`config.mk`:
```
export PLATFORM = sky130hd
export DESIGN_NAME = data_mem_access_unit
export DESIGN_NICKNAME = d
export VERILOG_FILES = /design/src/rtl/data_mem_access_unit.sv
export SDC_FILE = /design/constraint.sdc
export NUM_CORES = 1
export LEC_CHECK = 0
export ABC_AREA = 0
export CAP_MARGIN = 5
export CORE_MARGIN = 4
export CORE_UTILIZATION = 30
export DETAILED_ROUTE_END_ITERATION = 6
export PLACE_DENSITY = 0.63
export RECOVER_POWER = 25
export SYNTH_ARGS = -nofsm -noshare
export SYNTH_HDL_FRONTEND = slang
export SYNTH_SLANG_ARGS = --single-unit
```
`constraint.sdc`:
```
create_clock -name clk -period 5.2 [get_ports clk]
set_input_delay 1.56 -clock clk [delete_from_list [all_inputs] [get_ports clk]]
set_output_delay 1.56 -clock clk [all_outputs]
set_load 0.01 [all_outputs]
```
`src/rtl/data_mem_access_unit.sv`:
```
// -----------------------------------------------------------------------------
// data_mem_access_unit
//
// Load/store responder between the execute stage and the data-memory bus.
// Accepts a 4-bit memory-op code, runs one req/ack transaction at a time,
// steers store bytes onto their lanes with matching byte enables, and
// sign/zero-extends load results. Holds the core stalled while busy.
//
// Optional feature macro: LSU_MISALIGN_TRAP_EN
//   defined   : misaligned halfword/word accesses skip the bus and pulse
//               `misaligned` in DONE.
//   undefined : `misaligned` is tied 0; low address bits are simply ignored.
//
// Parameters
//   TIMEOUT     cycles to wait for bus_ack in REQ before aborting.
//
// Ports
//   clk, reset              clock, asynchronous active-high reset
//   mem_write   [3:0]       op: 0 none,1 SW,2 SH,3 SB,4 LW,5 LH,6 LB,7 LBU,8 LHU
//   alu_result  [31:0]      byte address
//   write_data  [31:0]      store data
//   read_data   [31:0]      extended load result (valid in DONE, then held)
//   stall                   pipeline hold (combinational)
//   bus_err                 one-cycle pulse in DONE after a timeout
//   misaligned              one-cycle pulse in DONE on a trapped access
//   bus_req/we/addr/wdata/be  data-memory bus request side
//   bus_rdata, bus_ack      data-memory bus response side
// -----------------------------------------------------------------------------
module data_mem_access_unit #(
  parameter int TIMEOUT = 255
) (
  input  logic        clk,
  input  logic        reset,
  input  logic [3:0]  mem_write,
  input  logic [31:0] alu_result,
  input  logic [31:0] write_data,
  output logic [31:0] read_data,
  output logic        stall,
  output logic        bus_err,
  output logic        misaligned,
  output logic        bus_req,
  output logic        bus_we,
  output logic [31:0] bus_addr,
  output logic [31:0] bus_wdata,
  output logic [3:0]  bus_be,
  input  logic [31:0] bus_rdata,
  input  logic        bus_ack
);

  localparam int CW = $clog2(TIMEOUT + 1);
  // Last REQ cycle before abort: the counter holds TIMEOUT-1 during it.
  localparam logic [CW-1:0] TIMEOUT_LAST = CW'(TIMEOUT - 1);

  localparam logic [3:0] OP_SW  = 4'd1;
  localparam logic [3:0] OP_SH  = 4'd2;
  localparam logic [3:0] OP_SB  = 4'd3;
  localparam logic [3:0] OP_LW  = 4'd4;
  localparam logic [3:0] OP_LH  = 4'd5;
  localparam logic [3:0] OP_LB  = 4'd6;
  localparam logic [3:0] OP_LBU = 4'd7;
  localparam logic [3:0] OP_LHU = 4'd8;

  typedef enum logic [1:0] {S_IDLE, S_REQ, S_DONE} state_t;

  state_t        state, state_d;
  logic [3:0]    op_q;
  logic [31:0]   addr_q;
  logic [CW-1:0] cnt;

  // Decode of the op currently presented by the execute stage.
  logic        valid_in;
  logic        we_in;
  logic [3:0]  be_in;
  logic [31:0] wdata_in;
  logic        mis_in;

  // NOTE: every combinational output gets a default before the case so no
  // path leaves it unassigned, which would otherwise infer a latch.
  always_comb begin
    valid_in = 1'b0;
    we_in    = 1'b0;
    be_in    = 4'b0000;
    wdata_in = write_data;
    unique case (mem_write)
      OP_SW, OP_LW: begin
        valid_in = 1'b1;
        be_in    = 4'b1111;
      end
      OP_SH, OP_LH, OP_LHU: begin
        valid_in = 1'b1;
        be_in    = alu_result[1] ? 4'b1100 : 4'b0011;
        wdata_in = {2{write_data[15:0]}};
      end
      OP_SB, OP_LB, OP_LBU: begin
        valid_in = 1'b1;
        be_in    = 4'b0001 << alu_result[1:0];
        wdata_in = {4{write_data[7:0]}};
      end
      default: ;
    endcase
    we_in = (mem_write == OP_SW) || (mem_write == OP_SH) || (mem_write == OP_SB);
    // Loads carry no store data on the bus lanes of interest; keep raw value.
    if (!we_in) wdata_in = write_data;
  end

`ifdef LSU_MISALIGN_TRAP_EN
  always_comb begin
    mis_in = 1'b0;
    unique case (mem_write)
      OP_SW, OP_LW:         mis_in = (alu_result[1:0] != 2'b00);
      OP_SH, OP_LH, OP_LHU: mis_in = alu_result[0];
      default: ;
    endcase
  end
`else
  assign mis_in = 1'b0;
`endif

  // Load extraction from the returned word using the latched address/op.
  logic [31:0] rdata_shifted;
  logic [15:0] rdata_half;
  logic [31:0] load_ext;

  assign rdata_shifted = bus_rdata >> {addr_q[1:0], 3'b000};
  assign rdata_half    = addr_q[1] ? bus_rdata[31:16] : bus_rdata[15:0];

  always_comb begin
    load_ext = bus_rdata;
    unique case (op_q)
      OP_LH:   load_ext = {{16{rdata_half[15]}}, rdata_half};
      OP_LHU:  load_ext = {16'h0000, rdata_half};
      OP_LB:   load_ext = {{24{rdata_shifted[7]}}, rdata_shifted[7:0]};
      OP_LBU:  load_ext = {24'h000000, rdata_shifted[7:0]};
      default: load_ext = bus_rdata;
    endcase
  end

  wire timeout_hit = (cnt == TIMEOUT_LAST);

  always_comb begin
    state_d = state;
    unique case (state)
      S_IDLE: if (valid_in) state_d = mis_in ? S_DONE : S_REQ;
      S_REQ:  if (bus_ack || timeout_hit) state_d = S_DONE;
      S_DONE: state_d = S_IDLE;
      default: state_d = S_IDLE;
    endcase
  end

  // NOTE: state registers use non-blocking assignments so every flop samples
  // pre-edge values regardless of statement order.
  always_ff @(posedge clk or posedge reset) begin
    if (reset) state <= S_IDLE;
    else       state <= state_d;
  end

  always_ff @(posedge clk or posedge reset) begin
    if (reset) begin
      op_q      <= 4'd0;
      addr_q    <= 32'd0;
      cnt       <= '0;
      bus_we    <= 1'b0;
      bus_be    <= 4'b0000;
      bus_wdata <= 32'd0;
      read_data <= 32'd0;
      bus_err   <= 1'b0;
    end else begin
      bus_err <= 1'b0;
      unique case (state)
        S_IDLE: begin
          cnt <= '0;
          if (valid_in) begin
            op_q      <= mem_write;
            addr_q    <= alu_result;
            bus_we    <= we_in;
            bus_be    <= be_in;
            bus_wdata <= wdata_in;
          end
        end
        S_REQ: begin
          cnt <= cnt + 1'b1;
          if (bus_ack) begin
            // Ack wins over a simultaneous timeout; stores keep read_data.
            if (!bus_we) read_data <= load_ext;
          end else if (timeout_hit) begin
            bus_err   <= 1'b1;
            read_data <= 32'd0;
          end
        end
        default: cnt <= '0;
      endcase
    end
  end

`ifdef LSU_MISALIGN_TRAP_EN
  logic misaligned_q;
  always_ff @(posedge clk or posedge reset) begin
    if (reset) misaligned_q <= 1'b0;
    else       misaligned_q <= (state == S_IDLE) && valid_in && mis_in;
  end
  assign misaligned = misaligned_q;
`else
  assign misaligned = 1'b0;
`endif

  // Decoded straight from state so reset drops the request asynchronously.
  assign bus_req  = (state == S_REQ);
  assign bus_addr = {addr_q[31:2], 2'b00};
  assign stall    = ((state == S_IDLE) && valid_in) || (state == S_REQ);

endmodule

```
# Word-level counts from Yosys, hierarchy flattened
# Cells that the tools add are included.
[word_totals] ff_bits=116 in_bits=103 out_inout_bits=105 word_cells=60
[op_classes] reduce_logical=14 n_addsub=1 shifts=2 n_eq_ne=17 mux=17
[op_table] op="32-bit two-way mux" n=4
[op_table] op="32-bit one-hot mux with 4 select lines" n=1
[op_table] op="32-bit one-hot mux with 2 select lines" n=1
[op_table] op="32-bit by 5-bit >> shifter with 8-bit output" n=1
[op_table] op="4-bit by 3-bit equality test with 1-bit output, second input constant" n=7
[op_table] op="16-bit two-way mux" n=1
[op_table] op="4-bit one-hot mux with 3 select lines" n=1
[op_table] op="8-bit by 1-bit adder with 8-bit output, second input constant" n=1
[op_table] op="4-bit by 2-bit equality test with 1-bit output, second input constant" n=2
[op_table] op="4-bit equality test, second input constant" n=2
[op_table] op="8-bit equality test, second input constant" n=1
[op_table] op="8-bit two-way mux" n=1
[op_table] op="8-bit OR reduction" n=1
[op_table] op="3-bit OR reduction" n=2
[op_table] op="4-bit by 1-bit equality test with 1-bit output, second input constant" n=1
[op_table] op="1-bit logical OR" n=4
[op_table] op="1-bit two-way mux" n=4
[op_table] op="2-bit two-way mux" n=2
[op_table] op="4-bit two-way mux" n=1
[op_table] op="2-bit inequality test, second input constant" n=2
[op_table] op="2-bit one-hot mux with 2 select lines" n=1
[op_table] op="2-bit AND reduction" n=2
[op_table] op="1-bit by 2-bit left shift with 4-bit output, first input constant" n=1
[op_table] op="3-bit AND reduction" n=1
[op_table] op="other kinds (6)" n=6

# Logic depth before layout (Yosys ltp)
# Gate-level depths: netlist of the first run.
[logic_depth] ltp_word=5 depth_mapped=8 ltp_nobuf=6

# Least setup slack after synthesis of the first run
# OpenSTA, ideal clock, no wires.
[synth_timing] kind="input to output" from="in mem_write[3]" to="out stall" path_buffers=3 path_slack_ns=0.949 required_ns=3.640 stages=7 arrival_ns=2.691 path_cell_list="buf_2 nand2b_1 nor3_1 o21ai_2 buf_2 buf_2 nand2_1"
[synth_between] elab_chain_cells=5 word_cells_on_any_way=12 cone_classes="eq/ne: 8; mux: 1; reduce/logical: 3"
[synth_lines] item="start: declaration" line_no="34" text="input logic [3:0] mem_write,"
[synth_lines] item="4-bit by 1-bit equality test with 1-bit output (tied with other cells)" line_no="84" text="unique case (mem_write)"
[synth_lines] item="8-bit OR reduction (no source line) (*)"
[synth_lines] item="1-bit two-way mux (*)" line_no="84"
[synth_lines] item="1-bit logical AND (*)" line_no="209" text="assign stall = ((state == S_IDLE) && valid_in) || (state == S_REQ);"
[synth_lines] item="1-bit logical OR (*)" line_no="209"
[synth_lines] item="end: declaration" line_no="38" text="output logic stall,"
# Every way passes the cells marked *; elsewhere a longest branch is shown, timed or not.

# Worst setup path after layout of the first run
[layout_timing] from="in mem_write[2]" to="out stall"
# Same word-level chain as after synthesis.

==> flow_metrics.env, run 1 <==
export IMPL_startpoint_type="input port"
export IMPL_yosysWarningCount=0
export IMPL_fin_setup_tns_ps=0
export IMPL_outcome="finished with violations"
export IMPL_ys_flop_type="dfrtp_1"
export IMPL_wl_per_cell_um=17.1
export IMPL_first_global_vias=5101
export IMPL_root_buffer="clkbuf_16"
export IMPL_drv_cap=1
export IMPL_cts_setup_buffers=0
export IMPL_critPathArrivalTime_ps=3330
export IMPL_path_clk_slew_ps=60
export IMPL_utilization_pct=44.4
export IMPL_reg2reg_slack_ps=2440
export IMPL_cts_num_sinks=116
export IMPL_fillers=1845
export IMPL_synthTopCellsByCount="nand2_1 (137), dfrtp_1 (116), nor2_1 (84)"
export IMPL_vias=5118
export IMPL_p_per_area_mw_per_mm2=567
export IMPL_yosys_area_top_type_share_pct=49.9
export IMPL_gp_congestion=0.857
export IMPL_ys_seq_area_share_pct=49.9
export IMPL_p_leak_uw=0.00360
export IMPL_synth_area_leader_cell="dfrtp_1"
export IMPL_syn_area_mm2=0.00582
export IMPL_irDropWorstVdd_mv=0.293
export IMPL_drcViolationCount=0
export IMPL_fmax_mhz=204
export IMPL_postRouteAntennaNets=0
export IMPL_initial_utilization_pct=30.8
export IMPL_nNetsFinal=891
export IMPL_hp_start="addr_q[3]$_DFFE_PP0P_"
export IMPL_cp_startpoint="mem_write[2]"
export IMPL_clkLatencyLatePin_ps=420
export IMPL_yosysMostFrequentCell="nand2_1"
export IMPL_syn_inst=626
export IMPL_die_h_um=147
export IMPL_crit_type="in -> out"
export IMPL_hold_class="reg -> reg"
export IMPL_coreArea_mm2=0.0189
export IMPL_grt_util_all_layers_pct=16.7
export IMPL_htree_levels=4
export IMPL_synth_cell_types=54
export IMPL_firstDrtPassIters=4
export IMPL_hold_viol_final=0
export IMPL_period_needed_ps=4890
export IMPL_fin_crit_sh_pct=94.0
export IMPL_required_ps=3640
export IMPL_num_rows=50
export IMPL_overflow=0
export IMPL_ys_ff_latch=116
export IMPL_synthArstFlopShare_pct=100
export IMPL_boundaryPins=208
export IMPL_dpl_hpwl_mm=12.4
export IMPL_post_cts_resized=0
export IMPL_synth_area_leaders="dfrtp_1 (50%), nand2_1 (8.8%), nor2_1 (5.4%), buf_4 (4.4%), o2bb2ai_1 (3.3%)"
export IMPL_area_growth_pct=44.1
export IMPL_rsz0062_at_grt="false"
export IMPL_diodes=0
export IMPL_slew_violations=64
export IMPL_synth_edf_count=0
export IMPL_grt_max_degree=79
export IMPL_worst_pin_slew_ps=2470
export IMPL_wl_mm=18.1
export IMPL_antenna_found_initial=0
export IMPL_syn_mean_instance_area_um2=9.29
export IMPL_worstSetupEndpointType="output pin"
export IMPL_slew_headroom_pct=-65.1
export IMPL_numCtsBuffers=17
export IMPL_max_clock_path_buffers=2
export IMPL_design_die_area_mm2=0.0217
export IMPL_reg2reg_from="op_q[0]$_DFFE_PP0P_"
export IMPL_drt_iter0_markers=290
export IMPL_cts_tree="built"
export IMPL_grt_pass1_wl_mm=28.7
export IMPL_clock_skew_final_ps=8.57
export IMPL_ctsHoldBuffers=0
export IMPL_layout_drive_gt1_share_pct=7.88
export IMPL_die_w_um=147
export IMPL_io_buffer_count=204
export IMPL_vias_per_cell=4.83
export IMPL_critPathMaxFanout=3
export IMPL_failed_checks="capacitance limit, slew limit"
export IMPL_setup_violations=0
[through the flow]
stage	total power [uW]	instances	setup slack, ps	hold WS, ps	instance area, um^2
floorplan	2730	628	568	447	5820
global placement	3650	1027	330	457	7840
detailed placement	3670	1027	302	461	7840
CTS	4820	1059	295	476	8400
global route	5070	1059	108	493	8380
finish	4750	1059	310	471	8380
[cells by family (layout without fill, tap and decap cells)]
kind of cell | Yosys count | count (layout) | share of synthesized area [%]
and+or+nand+nor | 257 | 257 | 19.4
AOI/OAI and AO/OA | 145 | 145 | 17.8
DFF | 116 | 116 | 49.9
buffers and inverters | 81 | 252 | 8.22
muxes | 17 | 17 | 3.14
xor gates and xnor gates | 7 | 7 | 1.05
adders and majority gates | 2 | 2 | 0.430
other | 1 | 3 | 0.0645
[routing by layer]
layer	GRT usage [%]	up-vias	routed length [um]
li1	-	2434	-
met1	21.8	2456	7970
met2	25.5	214	8020
met3	8.02	14	1970
met4	3.40	0	146
met5	0	-	0
[power by group]
group | leakage, uW | internal (uW) | switching, uW
registers | 0.00143 | 1300 | 314
logic | 0.00191 | 1060 | 961
clock network | 0.000263 | 661 | 455
[registers in the layout, indices dropped and copies added (netlist names)]
name and flops:
bus_wdata 32, bus_err 1, bus_we 1, state 2, op_q 4, cnt 8, bus_be 4, addr_q 32
read_data 32
[critical path: stages]
cell and delay, ps:
clkdlybuf4s50_1 440, nand2b_1 180, nor3_1 280, buf_4 190, o21ai_4 50, nand2_1 70, clkdlybuf4s50_1 560
[layout make-up]
cell class	instances	area (um^2)	share of cell area, %
flip-flops and latches	116	2900	34.6
multi-input cells	431	2450	29.3
repair buffers	213	2110	25.2
clock buffers	18	429	5.12
well taps	260	325	3.88
clock inverters	14	131	1.57
inverters	7	26.3	0.314
[final timing paths]
path | endpoint | cells past startpoint
min reg2reg | addr_q[3]$_DFFE_PP0P_ | 2
min in group asynchronous | addr_q[2]$_DFFE_PP0P_ | 2
min | addr_q[3]$_DFFE_PP0P_ | 2
max in group asynchronous | read_data[19]$_DFFE_PP0P_ | 3
max | stall | 7
max reg2reg | read_data[26]$_DFFE_PP0P_ | 5
[layout by cell type, fill, tap and decap left out, drive strengths merged, types with 6 or more instances in the layout]
cell type	instances
xor2	6
inv	10
clkdlybuf4s50	202
clkinv	6
a31oi	9
nor2	84
o21ai	26
nand2	138
o221ai	7
dfrtp	116
a22oi	8
mux2i	16
a21oi	36
buf	8
nand2b	9
o2bb2ai	32
clkbuf	19
o22ai	16
(Power assumes the default switching activity.)
==> inputs of run 2 (changes only) <==
Clock period 5.2 ns to 6.2 ns, I/O delays scaled along.
==> flow_metrics.env, run 2 (same netlist as run 1, synthesis figures left out) <==
export IMPL_gp_congestion=0.815
export IMPL_slew_headroom_pct=-52.1
export IMPL_grt_util_all_layers_pct=16.9
export IMPL_crit_type="in -> out"
export IMPL_startpoint_type="input port"
export IMPL_reg2reg_depth=5
export IMPL_nNetsFinal=890
export IMPL_p_leak_uw=0.00361
export IMPL_initial_utilization_pct=30.8
export IMPL_fin_setup_tns_ps=0
export IMPL_wl_per_cell_um=17.1
export IMPL_overflow=0
export IMPL_max_clock_path_buffers=2
export IMPL_fin_crit_sh_pct=93.0
export IMPL_layout_drive_gt1_share_pct=7.64
export IMPL_htree_levels=4
export IMPL_ctsHoldBuffers=0
export IMPL_area_growth_pct=44.9
export IMPL_seqCellArea_mm2=0.00290
export IMPL_first_global_vias=5216
export IMPL_drv_cap=2
export IMPL_grt_max_degree=79
export IMPL_slew_violations=84
export IMPL_numCtsBuffers=17
export IMPL_design_die_area_mm2=0.0217
export IMPL_multiInputGateArea_mm2=0.00245
export IMPL_antenna_found_initial=0
export IMPL_clkLatencyLatePin_ps=410
export IMPL_post_cts_resized=0
export IMPL_fmax_mhz=174
export IMPL_drt_iter0_markers=274
export IMPL_die_h_um=147
export IMPL_rsz0062_at_grt="false"
export IMPL_postRouteAntennaNets=0
export IMPL_final_common_cell="clkdlybuf4s50_1"
export IMPL_worst_pin_slew_ps=2270
export IMPL_failed_checks="capacitance limit, slew limit"
export IMPL_clock_skew_final_ps=5.80
export IMPL_root_buffer="clkbuf_16"
export IMPL_drcViolationCount=0
export IMPL_hold_class="reg -> reg"
export IMPL_worstSetupEndpointType="output pin"
export IMPL_boundaryPins=208
export IMPL_die_w_um=147
export IMPL_holdWs_ps=470
export IMPL_critPathArrivalTime_ps=3900
export IMPL_fillers=1857
export IMPL_cts_setup_buffers=0
export IMPL_cts_tree="built"
export IMPL_vias_per_cell=4.83
export IMPL_num_rows=50
export IMPL_hold_viol_final=0
export IMPL_diodes=0
export IMPL_critPathMaxFanout=12
export IMPL_irDropWorstVdd_mv=0.232
export IMPL_io_buffer_count=204
export IMPL_grt_pass1_wl_mm=29.2
export IMPL_cts_num_sinks=116
export IMPL_dpl_hpwl_mm=12.6
export IMPL_coreArea_mm2=0.0189
export IMPL_top_regs="addr_q: 32 flops, bus_wdata: 32 flops, read_data: 32 flops"
export IMPL_vias=5105
export IMPL_p_per_area_mw_per_mm2=486
export IMPL_path_clk_slew_ps=60
export IMPL_setup_violations=0
export IMPL_firstDrtPassIters=4
export IMPL_wl_mm=18.1
export IMPL_outcome="finished with violations"
export IMPL_period_needed_ps=5760
export IMPL_required_ps=4340
export IMPL_hold_depth=2
export IMPL_final_cell_mix="clkdlybuf4s50_1 (202), nand2_1 (137), dfrtp_1 (116)"
run 2: changes by cell type in the layout (fill, tap and decap cells not counted), sizes merged:
cell,delta
bufinv,+3
clkinv,-3
inv,-3
buf,-1
clkbuf,+1
clkinvlp,+2
run 2: final cells by class:
cell class	instances	area share (%)
clock inverters	13	2.15
multi-input cells	431	29.1
well taps	260	3.86
flip-flops and latches	116	34.4
clock buffers	19	5.26
inverters	7	0.327
repair buffers	212	24.9
run 2: final timing paths:
kind | startpoint | end | slack (ps)
setup / recovery | mem_write[2] | stall | 440
hold / removal | addr_q[5]$_DFFE_PP0P_ | addr_q[5]$_DFFE_PP0P_ | 470
setup reg to reg | op_q[0]$_DFFE_PP0P_ | read_data[25]$_DFFE_PP0P_ | 3430
hold reg to reg | addr_q[5]$_DFFE_PP0P_ | addr_q[5]$_DFFE_PP0P_ | 470
max in group asynchronous | reset | bus_wdata[4]$_DFFE_PP0P_ | 1270
min in group asynchronous | reset | bus_be[0]$_DFFE_PP0P_ | 2520
run 2: critical path, stage by stage:
cell and delay [ps]:
clkdlybuf4s50_1 600, nand2b_1 260, nor3_1 470, o21ai_4 80, nand2_1 80, clkdlybuf4s50_1 560
run 2: power by group:
part | internal [uW] | leakage (uW) | switching (uW)
Clock | 681 | 0.000291 | 367
Sequential | 1090 | 0.00143 | 245
Combinational | 893 | 0.00189 | 824
run 2: through the flow:
stage / std cells / total power [uW] / area, um^2 / setup slack [ps] / util (%)
4_1_cts: 1058 / 4150 / 8440 / 441 / 44.7
3_3_place_gp: 1026 / 3060 / 7820 / 478 / 41.4
3_5_place_dp: 1026 / 3080 / 7820 / 435 / 41.4
6_report: 1058 / 4100 / 8430 / 437 / 44.6
2_1_floorplan: 628 / 2290 / 5820 / 1270 / -
5_1_grt: 1058 / 4380 / 8430 / 317 / 44.6
run 2: metal layers:
layer / share of wire [%] / track usage (%) / routed length [um] / vias up
met4: 1.4 / 5.03 / 246 / 0
li1: - / - / - / 2434
met5: 0 / 0 / 0 / -
met2: 44 / 25.6 / 8010 / 200
met3: 11 / 7.37 / 1960 / 17
met1: 44 / 22.1 / 7900 / 2454
==> inputs of run 3 (changes only) <==
Settings changed: GPL_TIMING_DRIVEN set to 0, TNS_END_PERCENT set to 10.
==> flow_metrics.env, run 3 (same netlist as run 1, synthesis figures left out) <==
export IMPL_die_h_um=147
export IMPL_die_w_um=147
export IMPL_worstSetupEndpointType="output pin"
export IMPL_antenna_found_initial=1
export IMPL_firstDrtPassIters=5
export IMPL_critPathArrivalTime_ps=4190
export IMPL_path_clk_slew_ps=50
export IMPL_io_buffer_count=203
export IMPL_vias=5363
export IMPL_period_needed_ps=6050
export IMPL_wl_per_cell_um=17.1
export IMPL_coreArea_mm2=0.0189
export IMPL_design_die_area_mm2=0.0217
export IMPL_first_global_vias=5353
export IMPL_final_common_cell="clkdlybuf4s50_1"
export IMPL_cts_tree="built"
export IMPL_dpl_hpwl_mm=14.0
export IMPL_num_rows=50
export IMPL_combPwrFrac_pct=45.5
export IMPL_drcViolationCount=0
export IMPL_vias_per_cell=4.77
export IMPL_crit_type="in -> out"
export IMPL_nNetsFinal=956
export IMPL_fillers=1852
export IMPL_layout_setup_ws_ps=155
export IMPL_startpoint_type="input port"
export IMPL_final_cell_mix="clkdlybuf4s50_1 (201), nand2_1 (137), dfrtp_1 (116)"
export IMPL_fin_setup_tns_ps=0
export IMPL_clkLatencyLatePin_ps=420
export IMPL_outcome="finished with violations"
export IMPL_clock_skew_final_ps=15.8
export IMPL_power_internal_uw=2760
export IMPL_switching_share_pct=35.2
export IMPL_dp_slack_ps=47.7
export IMPL_initial_utilization_pct=30.8
export IMPL_power_total_uw=4250
export IMPL_reg2reg_depth=5
export IMPL_postRouteAntennaNets=0
export IMPL_max_clock_path_buffers=2
export IMPL_worst_pin_slew_ps=2040
export IMPL_cts_setup_buffers=0
export IMPL_numCtsBuffers=17
export IMPL_htree_levels=4
export IMPL_seqPwrFrac_pct=30.8
export IMPL_holdWs_ps=472
export IMPL_layout_drive_gt1_share_pct=12.4
export IMPL_hold_viol_final=0
export IMPL_setup_violations=0
export IMPL_top_regs="addr_q: 32 flops, bus_wdata: 32 flops, read_data: 32 flops"
export IMPL_critPathMaxFanout=10
export IMPL_reg2reg_from="op_q[2]$_DFFE_PP0P_"
export IMPL_drv_cap=2
export IMPL_fin_crit_sh_pct=97.5
export IMPL_required_ps=4340
export IMPL_hold_class="reg -> reg"
export IMPL_hp_start="addr_q[7]$_DFFE_PP0P_"
export IMPL_cp_startpoint="mem_write[1]"
export IMPL_failed_checks="capacitance limit, slew limit"
export IMPL_fmax_mhz=165
export IMPL_diodes=0
export IMPL_slew_headroom_pct=-36.8
export IMPL_drt_iter0_markers=311
export IMPL_area_growth_pct=51.2
export IMPL_hold_depth=2
export IMPL_gp_congestion=0.853
export IMPL_irDropWorstVdd_mv=0.229
export IMPL_boundaryPins=208
export IMPL_grt_pass1_wl_mm=30.0
export IMPL_rsz0062_at_grt="false"
export IMPL_slew_violations=119
export IMPL_wl_mm=19.2
export IMPL_clkPwrFrac_pct=23.6
export IMPL_grt_util_all_layers_pct=17.5
export IMPL_switching_power_uw=1500
export IMPL_cts_num_sinks=116
export IMPL_root_buffer="clkbuf_16"
export IMPL_grt_max_degree=74
export IMPL_overflow=0
export IMPL_p_per_area_mw_per_mm2=484
export IMPL_p_leak_uw=0.00386
==> run 3: cell types whose count changed in the layout (fill, tap and decap cells not counted), sizes merged <==
cell | before | now
buf | 7 | 55
bufinv | 4 | 2
clkbuf | 20 | 42
clkdlybuf4s50 | 202 | 201
clkinv | 3 | 4
clkinvlp | 6 | 4
==> run 3: timing repair <==
item                                    CTS  global route
gates resized for setup                   0             1
endpoints found under the setup margin    0             1
hold buffers                              0             0
==> run 3: critical path: stages <==
cell and delay [ps]:
clkdlybuf4s50_1 430, buf_2 190, nor3_1 180, nor2_1 100, o21ai_4 270, buf_2 300
buf_2 290, nand2_1 70, clkdlybuf4s50_1 490
==> run 3: path summary, 6_finish.rpt <==
path	to	slack [ps]
max	stall	150
min	addr_q[7]$_DFFE_PP0P_	470
max reg2reg	read_data[6]$_DFFE_PP0P_	4180
min reg2reg	addr_q[7]$_DFFE_PP0P_	470
max in group asynchronous	read_data[12]$_DFFE_PP0P_	1210
min in group asynchronous	addr_q[13]$_DFFE_PP0P_	2420
==> run 3: area by class of cell <==
class                           count  area, um^2  area share [%]
Buffer                             74         452            5.13
Tap cell                          260         325            3.70
Clock buffer                       22         484            5.50
Sequential cell                   116        2900            33.0
Timing Repair Buffer              204        2040            23.2
Clock inverter                     10         123            1.39
Inverter                            7        27.5           0.313
Multi-Input combinational cell    431        2450            27.8
==> run 3: stage by stage <==
step	cell area (um^2)	util, %	std cells
2_1_floorplan	5820	-	628
3_3_place_gp	8180	43.3	1091
3_5_place_dp	8210	43.5	1092
4_1_cts	8820	46.7	1124
5_1_grt	8800	46.6	1124
6_report	8800	46.6	1124
==> run 3: power groups by stage <==
stage	clock network, uW	logic [uW]	registers (uW)
floorplan	0	916	1370
global placement	0	1940	1310
detailed placement	0	1950	1310
CTS	1030	1950	1310
global route	1060	2100	1360
finish	1010	1940	1310
==> run 3: per-layer routing <==
layer,share of wire (%),vias up,track usage [%]
li1,-,2569,-
met1,46,2505,23.9
met2,42,259,25.3
met4,2.0,2,6.43
met3,10,28,6.72
met5,0.036,-,0
